## src/rtl/pipeline_ctrl.sv

```systemverilog
// rtl/pipeline_ctrl.sv - hazard, redirect and multi-cycle sequencing controller for the five-stage core
module pipeline_ctrl #(
   parameter int XLEN       = 32,
   parameter int LU_BUBBLES = 1,
   parameter int MC_TIMEOUT = 64,
   parameter int CNT_W      = 16
) (
   input  logic             clk_i,
   input  logic             rst_i,
   input  logic [4:0]       id_rs1_addr_i,
   input  logic [4:0]       id_rs2_addr_i,
   input  logic             id_rs1_re_i,
   input  logic             id_rs2_re_i,
   input  logic [4:0]       ex_rd_addr_i,
   input  logic             ex_is_load_i,
   input  logic             ex_branch_i,
   input  logic [XLEN-1:0]  ex_target_i,
   input  logic             ex_mc_req_i,
   input  logic             ex_mc_done_i,
   output logic             stall_front_o,
   output logic             stall_ex_o,
   output logic             bubble_ex_o,
   output logic             bubble_mem_o,
   output logic             flush_o,
   output logic             redirect_o,
   output logic [XLEN-1:0]  redirect_pc_o,
   output logic [CNT_W-1:0] stall_cnt_o,
   output logic             err_o
);

   localparam int TMO_W = $clog2(MC_TIMEOUT + 1);

   typedef enum logic [1:0] {
      ST_RUN      = 2'd0,
      ST_LU_STALL = 2'd1,
      ST_MC_WAIT  = 2'd2
   } state_t;

   state_t           state_q, state_d;
   logic [2:0]       lu_q, lu_d;
   logic [TMO_W-1:0] tmo_q, tmo_d;
   logic [CNT_W-1:0] cnt_q, cnt_d;
   logic             err_q, err_d;

   logic hazard;
   logic stall_front, stall_ex, bubble_ex, bubble_mem, flush, redirect;

   // Load-use hazard: exe load writes a register that the id instruction reads (x0 never hazards)
   always_comb begin
      hazard = ex_is_load_i && (ex_rd_addr_i != 5'd0) &&
               ((id_rs1_re_i && (id_rs1_addr_i == ex_rd_addr_i)) ||
                (id_rs2_re_i && (id_rs2_addr_i == ex_rd_addr_i)));
   end

   // Next-state and strobe decode; branch beats mc_req beats hazard outside MC_WAIT
   always_comb begin
      state_d     = state_q;
      lu_d        = lu_q;
      tmo_d       = tmo_q;
      err_d       = err_q;
      stall_front = 1'b0;
      stall_ex    = 1'b0;
      bubble_ex   = 1'b0;
      bubble_mem  = 1'b0;
      flush       = 1'b0;
      redirect    = 1'b0;
      case (state_q)
         ST_RUN, ST_LU_STALL: begin
            if (ex_branch_i) begin
               // the branch is older than the stalled id instruction, so it cancels the stall
               redirect = 1'b1;
               flush    = 1'b1;
               state_d  = ST_RUN;
            end else if (ex_mc_req_i) begin
               stall_front = 1'b1;
               stall_ex    = 1'b1;
               bubble_mem  = 1'b1;
               state_d     = ST_MC_WAIT;
               tmo_d       = TMO_W'(1);
            end else if (state_q == ST_LU_STALL) begin
               stall_front = 1'b1;
               bubble_ex   = 1'b1;
               if (lu_q == 3'd1) begin
                  state_d = ST_RUN;
               end else begin
                  lu_d = lu_q - 3'd1;
               end
            end else if (hazard) begin
               stall_front = 1'b1;
               bubble_ex   = 1'b1;
               if (LU_BUBBLES > 1) begin
                  state_d = ST_LU_STALL;
                  lu_d    = 3'(LU_BUBBLES - 1);
               end
            end
         end
         ST_MC_WAIT: begin
            if (ex_mc_done_i) begin
               // result is ready: let exe advance this cycle
               state_d = ST_RUN;
            end else if (tmo_q == TMO_W'(MC_TIMEOUT)) begin
               err_d   = 1'b1;
               state_d = ST_RUN;
            end else begin
               stall_front = 1'b1;
               stall_ex    = 1'b1;
               bubble_mem  = 1'b1;
               tmo_d       = tmo_q + TMO_W'(1);
            end
         end
         default: begin
            state_d = ST_RUN;
         end
      endcase
   end

   // Saturating count of front-end stall cycles
   always_comb begin
      cnt_d = cnt_q;
      if (stall_front && (cnt_q != {CNT_W{1'b1}})) begin
         cnt_d = cnt_q + CNT_W'(1);
      end
   end

   // State, counters and sticky error register
   always_ff @(posedge clk_i or negedge rst_i) begin
      if (!rst_i) begin
         state_q <= ST_RUN;
         lu_q    <= 3'd0;
         tmo_q   <= '0;
         cnt_q   <= '0;
         err_q   <= 1'b0;
      end else begin
         state_q <= state_d;
         lu_q    <= lu_d;
         tmo_q   <= tmo_d;
         cnt_q   <= cnt_d;
         err_q   <= err_d;
      end
   end

   // Outputs are forced quiet while reset is held so no redirect escapes mid-reset
   always_comb begin
      stall_front_o = rst_i & stall_front;
      stall_ex_o    = rst_i & stall_ex;
      bubble_ex_o   = rst_i & bubble_ex;
      bubble_mem_o  = rst_i & bubble_mem;
      flush_o       = rst_i & flush;
      redirect_o    = rst_i & redirect;
      redirect_pc_o = rst_i ? {ex_target_i[XLEN-1:1], 1'b0} : '0;
      stall_cnt_o   = cnt_q;
      err_o         = err_q;
   end

endmodule

```

## config.mk

```make
export PLATFORM = sky130hd
export DESIGN_NAME = pipeline_ctrl
export DESIGN_NICKNAME = d
export VERILOG_FILES = /design/src/rtl/pipeline_ctrl.sv
export SDC_FILE = /design/constraint.sdc
export NUM_CORES = 1
export LEC_CHECK = 0
export CORE_MARGIN = 3
export CORE_UTILIZATION = 36
export DETAILED_ROUTE_END_ITERATION = 16
export GPL_ROUTABILITY_DRIVEN = 1
export PLACE_DENSITY_LB_ADDON = 0.08
export SYNTH_ARGS = -nofsm -noshare
export SYNTH_HDL_FRONTEND = slang
export SYNTH_SLANG_ARGS = --single-unit
```

## constraint.sdc

```tcl
create_clock -name clk_i -period 2.1 [get_ports clk_i]
set_input_delay 0.315 -clock clk_i [delete_from_list [all_inputs] [get_ports clk_i]]
set_output_delay 0.315 -clock clk_i [all_outputs]
set_load 0.02 [all_outputs]
```

## Word level (Yosys, flattened, before mapping)

Index checks and enable logic that the tools add are counted.

| word-level totals | value |
|---|---|
| flip-flop bits (word level) | 29 |
| input bits | 55 |
| word-level logic and storage cells | 72 |

| operators by class | value |
|---|---|
| $add $sub $neg | 3 |
| eq/ne operators | 14 |
| mux-type cells | 28 |
| bitwise gates (word level) | 8 |
| reduce and logical (&&, ||, !) cells | 14 |

Operators with widths:

| operator | number |
|---|---|
| $mux W32 | 1 |
| $mux W7 | 4 |
| $add A16 B1 Y16 const B | 1 |
| $ne A16 B16 Y1 const B | 1 |
| $pmux W7 S2 | 1 |
| $mux W1 | 13 |
| $mux W2 | 6 |
| $eq A5 B5 Y1 | 2 |
| $reduce_and A5 Y1 | 2 |
| $ne A2 B2 Y1 const B | 4 |
| $ne A4 B4 Y1 const B | 2 |
| $add A7 B1 Y7 const B | 1 |
| $eq A7 B7 Y1 const B | 1 |
| $reduce_and A3 Y1 | 2 |
| $logic_and A1 B1 Y1 | 5 |
| $reduce_bool A5 Y1 | 1 |
| $and A1 B1 Y1 | 4 |
| $not A1 Y1 | 4 |
| $pmux W1 S2 | 2 |
| $pmux W2 S2 | 1 |
| $eq A3 B1 Y1 const B | 1 |
| $ne A3 B3 Y1 const B | 1 |
| $sub A3 B1 Y3 const B | 1 |
| $eq A2 B1 Y1 const B | 1 |
| 5 further kinds | 5 |

## Depth between registers and ports, before layout

| logic depth | value |
|---|---|
| word-level depth | 10 |
| mapped depth | 8 |
| depth with buffers taken out | 8 |

## Worst setup path before layout

Ideal clock, no wire load.

| timing | value |
|---|---|
| path type | flip-flop to flip-flop |
| start point | register cnt_q[0] (netlist: stall_cnt_o[0]) |
| end point | register cnt_q[1] (netlist: stall_cnt_o[1]) |
| arrival time | 1754 ps |
| required time | 1972 ps |
| setup slack | 218 ps |
| stages on the path, launching flop included | 7 |
| buffers on the path | 0 |
| clock period less this slack | 1882 ps |
| cell sequence | dfrtp_1 > ha_1 > nand3_1 > nor2_1 > a221oi_4 > nand2_4 > mux2_1 |

| on the way | value |
|---|---|
| longest elaborated chain between the ends | 2 |
| elaborated cells between the ends (all ways) | 3 |

RTL lines:

| what | RTL line | RTL |
|---|---|---|
| start: declaration | 42 | `logic [CNT_W-1:0] cnt_q, cnt_d;` |
| start signal: assignment | 137 | `cnt_q <= cnt_d;` |
| parallel branches: the longest is 2 deep, another holds $add A16 B1 Y16 | - |  |

Parallel ways; which one is timed is not known.
A chain may end at the register's enable or synchronous reset.

## Worst setup path after layout

| timing | value |
|---|---|
| start point | register tmo_q[1] |
| end point | register cnt_q[10] (netlist: stall_cnt_o[10]) |

| on the way | value |
|---|---|
| longest elaborated chain between the ends | 5 |

RTL lines:

| what | RTL line | RTL |
|---|---|---|
| start: declaration | 41 | `logic [TMO_W-1:0] tmo_q, tmo_d;` |
| start signal: assignment | 136 | `tmo_q <= tmo_d;` |
| $eq A7 B7 Y1 | 101 | `end else if (tmo_q == TMO_W'(MC_TIMEOUT)) begin` |
| $mux W1 | 101 |  |
| $mux W1 | 98 | `if (ex_mc_done_i) begin` |
| $pmux W1 S2 | 67 | `case (state_q)` |
| $logic_and A1 B1 Y1 | 120 | `if (stall_front && (cnt_q != {CNT_W{1'b1}})) begin` |

No other way between the ends.

==> insert_results.sql <==
INSERT INTO impl_metrics (metric_group, metric, value, unit) VALUES
('global_route', 'grt_start_max_net_pins', '60', ''),
('timing', 'rsz0062_at_grt', 'true', ''),
('global_route', 'grt_pass1_vias', '1685', ''),
('detailed_routing', 'first_drt_pass_iteration_count', '4', ''),
('synthesis', 'syn_area', '1700', 'sq um'),
('synthesis', 'synthArstFlopShare', '100', '%'),
('power_and_ir_drop', 'vdd_ir_drop_max', '0.694', 'mV'),
('timing', 'timing.final.crit_share', '97.4', '%'),
('finish', 'fin_area', '3120', 'sq um'),
('timing', 'hold_violations', '0', ''),
('synthesis', 'netlist_instances', '178', ''),
('worst_hold_path', 'hold_path.class', 'primary input to async pin', ''),
('critical_path', 'worst-path-max-fanout', '5', ''),
('clock_network', 'tritoncts', 'yes', ''),
('timing', 'clock_skew', '1.94', 'ps'),
('die', 'floorplan.rows', '24', ''),
('placement', 'place_area', '3020', 'sq um'),
('critical_path', 'cpMaxStageDelayCell', 'sky130_fd_sc_hd__dfrtp_1', ''),
('die', 'floorplan.initialDensity', '38.2', '%'),
('power_and_ir_drop', 'powerDensity', '577', 'nW/um^2'),
('finish', 'area_growth_syn_to_layout', '83.9', '%'),
('clock_network', 'cts_max_level', '1', ''),
('synthesis', 'synth_top_cell_by_area', 'sky130_fd_sc_hd__dfrtp_1', ''),
('detailed_routing', 'drt-initial-drc-count', '38', ''),
('synthesis', 'ys.warnings.count', '0', ''),
('clock_network', 'clock_tree_buffer_depth', '2', ''),
('synthesis', 'synth_cell_types', '42', ''),
('power_and_ir_drop', 'clkPwrFrac', '15.5', '%'),
('clock_network', 'clock_insertion_delay_worst_skew', '260', 'ps'),
('critical_path', 'worstSetupEndpointType', 'flop', ''),
('synthesis', 'synth_seq_cells', '25', ''),
('synthesis', 'synth-edff-count', '0', ''),
('critical_path', 'worst_path_arrival_time', '2240', 'ps'),
('synthesis', 'yosys.area.top_type_share', '36.8', '%'),
('detailed_routing', 'detail-route-antenna-nets', '0', ''),
('timing', 'min_clock_period_post_route', '2050', 'ps'),
('finish', 'drive_above_1_share', '17.3', '%'),
('placement', 'buffer_ports.inserted', '107', ''),
('die', 'core', '4440', 'sq um'),
('finish', 'register_area', '626', 'sq um'),
('finish', 'antennaDiodeCount', '0', ''),
('power_and_ir_drop', 'power_frac_comb', '47.3', '%'),
('power_and_ir_drop', 'design_power_total', '0.00180', 'W'),
('power_and_ir_drop', 'static-leakage-power', '1.38', 'nW'),
('clock_network', 'tritoncts.num_buffers', '3', ''),
('critical_path', 'worstSetupStartpointType', 'flop', ''),
('timing', 'timing.fmax', '0.489', 'GHz'),
('finish', 'nets', '372', ''),
('outcome', 'status', 'finished, final reports clean', ''),
('detailed_routing', 'vias_per_cell', '4.75', ''),
('die', 'die_width', '74.7', 'microns'),
('power_and_ir_drop', 'power.net_switching', '0.000634', 'W'),
('global_route', 'gr-total-overflow', '0', ''),
('placement', 'routabilityCongestion', '0.805', ''),
('finish', 'n_fill_cell', '394', ''),
('detailed_routing', 'wl_per_cell', '14.4', 'microns'),
('clock_network', 'clkTransAtPathRegs', '80', 'ps'),
('die', 'die_height', '74.7', 'microns'),
('clock_network', 'cts.sink_count', '25', ''),
('critical_path', 'crit_path_max_incr_delay', '370', 'ps'),
('synthesis', 'syn-mean-instance-area', '9.55', 'sq um'),
('power_and_ir_drop', 'share_seq_of_total_power', '37.2', '%'),
('critical_path', 'critical_path_class', 'flop to flop', ''),
('clock_network', 'cts_hold_buf', '0', ''),
('run', 'max_cap_violations', '0', ''),
('synthesis', 'dominantRegCellSynth', 'sky130_fd_sc_hd__dfrtp_1', ''),
('synthesis', 'portion_of_the_post_synthesis_area_used_by_sequential_elements', '36.8', '%'),
('power_and_ir_drop', 'p_sw_share', '35.2', '%'),
('timing', 'final-setup-viol-count', '0', ''),
('global_route', 'grt_pass1_wl', '8.09', 'mm'),
('timing', 'finalSetupTns', '0', 'ps');
logic make-up after synthesis:
logic type,count (synthesis),synth area share [%]
xor gates and xnor gates,29,14.9
and+or+nand+nor,96,34.8
DFF,25,36.8
buffers and inverters,9,2.65
AOI/OAI and AO/OA,13,7.14
adders and majority gates,3,2.21
other,1,0.221
muxes,2,1.25
area by class of cell:
type	count	share of cell area, %
clock buffer	4	1.44
timing repair buffer	137	42.3
sequential	25	20.0
inverter	3	0.360
tap	52	2.08
multi-input combinational	144	33.8
worst paths after layout:
check / from / to / slack, ps
min reg2reg: err_o$_DFFE_PN0P_ / err_o$_DFFE_PN0P_ / 480
min in group clk_i: err_o$_DFFE_PN0P_ / err_o$_DFFE_PN0P_ / 480
max in group asynchronous: rst_i / stall_cnt_o[3]$_DFFE_PN0P_ / 1860
max: tmo_q[1]$_DFFE_PN0P_ / stall_cnt_o[10]$_DFFE_PN0P_ / 50
min: rst_i / err_o$_DFFE_PN0P_ / 40
max reg2reg: tmo_q[1]$_DFFE_PN0P_ / stall_cnt_o[10]$_DFFE_PN0P_ / 50
worst max-delay path, delay by kind of cell, from the launching register on:
kind / cells / cell delay (ps)
AOI/OAI and AO/OA: 2 / 450
xor gates and xnor gates: 1 / 160
adders and majority gates: 1 / 160
buffers and inverters: 3 / 320
DFF: 1 / 370
and+or+nand+nor: 3 / 500
state kept, by name, summed over array words and instances, names as in the netlist:
signal,cells
err_o,1
stall_cnt_o,16
state_q,1
tmo_q,7
power by group through the flow:
stage	Sequential [W]	Combinational [W]	Clock [W]
global route	0.000683	0.000923	0.000309
detailed placement	0.000674	0.000833	0
finish	0.000671	0.000852	0.000280
global placement	0.000674	0.000824	0
CTS	0.000668	0.000832	0.000287
floorplan	0.000746	0.000301	0
cells in the final DEF, fill, tap and decap left out, types with 2 or more instances in the layout:
master                            Yosys  routed
sky130_fd_sc_hd__clkdlybuf4s50_1      0      89
sky130_fd_sc_hd__and2_1              33      33
sky130_fd_sc_hd__buf_4                3      27
sky130_fd_sc_hd__dfrtp_1             25      25
sky130_fd_sc_hd__xnor2_1             22      22
sky130_fd_sc_hd__nor2_1              12      11
sky130_fd_sc_hd__nand3_1             11      11
sky130_fd_sc_hd__nand2_1              9       9
sky130_fd_sc_hd__dlymetal6s2s_1       0       8
sky130_fd_sc_hd__xor2_1               7       7
sky130_fd_sc_hd__nand4_1              6       6
sky130_fd_sc_hd__nor3_1               5       5
sky130_fd_sc_hd__dlygate4sd2_1        0       5
sky130_fd_sc_hd__and3_1               5       4
sky130_fd_sc_hd__clkbuf_8             0       3
sky130_fd_sc_hd__inv_1                3       2
sky130_fd_sc_hd__o21ai_2              2       2
sky130_fd_sc_hd__o21ai_0              2       2
sky130_fd_sc_hd__a31oi_1              2       2
sky130_fd_sc_hd__ha_1                 3       2
sky130_fd_sc_hd__buf_2                0       2
sky130_fd_sc_hd__clkbuf_2             0       2
sky130_fd_sc_hd__buf_6                0       2
sky130_fd_sc_hd__buf_12               0       2
synthesized netlist by cell type, types with 2 or more instances:
| cell type | instances |
|---|---|
| sky130_fd_sc_hd__nand4_1 | 6 |
| sky130_fd_sc_hd__ha_1 | 3 |
| sky130_fd_sc_hd__and2_1 | 33 |
| sky130_fd_sc_hd__xor2_1 | 7 |
| sky130_fd_sc_hd__and3_1 | 5 |
| sky130_fd_sc_hd__o21ai_0 | 2 |
| sky130_fd_sc_hd__nand2_1 | 9 |
| sky130_fd_sc_hd__nand3_1 | 11 |
| sky130_fd_sc_hd__nor2_1 | 12 |
| sky130_fd_sc_hd__xnor2_1 | 22 |
| sky130_fd_sc_hd__buf_4 | 3 |
| sky130_fd_sc_hd__a31oi_1 | 2 |
| sky130_fd_sc_hd__o21ai_2 | 2 |
| sky130_fd_sc_hd__clkbuf_1 | 3 |
| sky130_fd_sc_hd__inv_1 | 3 |
| sky130_fd_sc_hd__nor3_1 | 5 |
| sky130_fd_sc_hd__dfrtp_1 | 25 |
routing by layer:
metal  track usage, %  vias to the layer above  share of wire, %
li1                 -                      878                 -
met1             21.9                      802                40
met2             35.5                       48                55
met3             3.34                        4               4.6
met4             3.16                        0              0.76
met5                0                        -                 0
through the flow:
step | hold slack [ps] | utilization [%] | cells | worst slack (ps)
5_1_grt | 48.8 | 70.3 | 365 | -50.5
3_3_place_gp | 315 | 68.0 | 358 | -537
4_1_cts | 43.7 | 68.7 | 362 | 6.18
6_report | 35.8 | 70.3 | 365 | 54.1
2_1_floorplan | 19.4 | - | 178 | 218
3_5_place_dp | 330 | 68.0 | 358 | -550
timing repair:
action | 4_1_cts | 5_1_grt
setup buffers | 0 | 3
gates resized for setup | 17 | 22
endpoints found under the setup margin | 4 | 6
pin swaps | 2 | 10
(Power assumes the default switching activity.)
==> edit, RTL diff (same settings) <==
`CNT_W`: 16 -> 14.
--- a/src/rtl/pipeline_ctrl.sv
+++ b/src/rtl/pipeline_ctrl.sv
@@ -3,7 +3,7 @@
    parameter int XLEN       = 32,
    parameter int LU_BUBBLES = 1,
    parameter int MC_TIMEOUT = 64,
-   parameter int CNT_W      = 16
+   parameter int CNT_W      = 14
 ) (
    input  logic             clk_i,
    input  logic             rst_i,
Ports: changed (resized stall_cnt_o); port bits go from 110 to 108. The function was not compared with the original's and may differ.
==> edit against the original RTL <==
  * Synthesized area shrank 8.5%
  * Worst setup slack better by 0.014 ns
  * Routed wire length decreased by 17%
  * Die area is 7.8% lower
  * Power shrank 6.0%
  * Final area decreased by 7.8%
  * Sequential cell count is 2 lower
  * Utilization grew 0.22 points
  * Critical endpoint is now stall_cnt_o[12]$_DFFE_PN0P_
==> edit: results (changes against the original RTL) <==
worst r2r dst = stall_cnt_o[12]$_DFFE_PN0P_
all-layer global routing usage = 0.165 (-0.0218)
critical path peak fanout = 13 (+8)
max reg flops = 14 (-2)
IO Port Bufs = 105 (-1.9%)
Crit path arrival time = 2.18 ns (-0.06 ns)
library cells used by synthesis = 35 (-17%)
first-pass GRT wire length = 7.02 mm (-13%)
LEAKAGE = 0.00137 µW (-1.1%)
CP max stage delay = 0.47 ns (+0.10 ns)
Synth top cells by count = and2_1 (32), dfrtp_1 (23), xor2_1 (17)
Worst R2R Path Depth = 8 (-2)
gp weighted congestion = 0.788 (-2.2%)
placed cell count = 343 (-4.2%)
Routed WL per cell = 12.5 µm (-13%)
RR Startpoint = tmo_q[0]$_DFFE_PN0P_
peak supply drop = 0.333 mV (-52%)
largest net degree at the start of global routing = 37 (-38%)
master of the slowest instance on the critical path = clkdlybuf4s50_1
Fin Hold WS = 0.00921 ns (-0.0266 ns)
vias in the first global route = 1609 (-4.5%)
post-synth net total = 230 (-2.5%)
status = finished clean
Mapped Cells = 172 (-3.4%)
hpwl dp = 3.58 mm (-16%)
total number of vias = 1658 (-4.3%)
register area share after synthesis = 0.370 (+0.00188)
edit: worst max path at each step:
stage | endpoint | slack [ns] | cells after the start
2_1_floorplan | stall_front_o | 0.11 | 6
3_3_place_gp | stall_front_o | -0.59 | 7
3_5_place_dp | stall_front_o | -0.58 | 7
4_1_cts | stall_cnt_o[12]$_DFFE_PN0P_ | 0.01 | 9
5_1_grt | stall_cnt_o[12]$_DFFE_PN0P_ | -0.04 | 9
6_report | stall_cnt_o[12]$_DFFE_PN0P_ | 0.07 | 9
edit: cells by family after synthesis:
family,count (synthesis),synth area share
buffers and inverters,12,0.0394
AOI/OAI and AO/OA,10,0.0499
and+or+nand+nor,93,0.340
muxes,3,0.0217
xor gates and xnor gates,27,0.152
other,1,0.00241
adders and majority gates,3,0.0241
DFF,23,0.370
edit: routing by layer:
metal  global-route usage  part of all wire  vias up  wire [µm]
li1                     -                 -      832          -
met1                0.191              0.39      750       1690
met2                0.302              0.50       74       2170
met3               0.0533              0.11        2        484
met4               0.0188            0.0023        0         10
met5                    0                 0        -          0
edit: what timing repair did:
| item | CTS | global route |
|---|---|---|
| gates resized for setup | 16 | 26 |
| endpoints found under the setup margin | 7 | 7 |
| setup buffers | 0 | 1 |
| pin swaps | 0 | 13 |
edit: cell type report:
type / instances / area, µm²
Tap cell: 50 / 62.6
Multi-Input combinational cell: 137 / 942
Clock buffer: 4 / 45.0
Timing Repair Buffer: 130 / 1240
Fill cell: 339 / 1200
Inverter: 4 / 15.0
Sequential cell: 23 / 576
edit: power breakdown:
part           leakage [µW]  internal, µW  switching (µW)
logic               0.00104           430             361
registers          0.000305           528             111
clock network     0.0000228           135             129
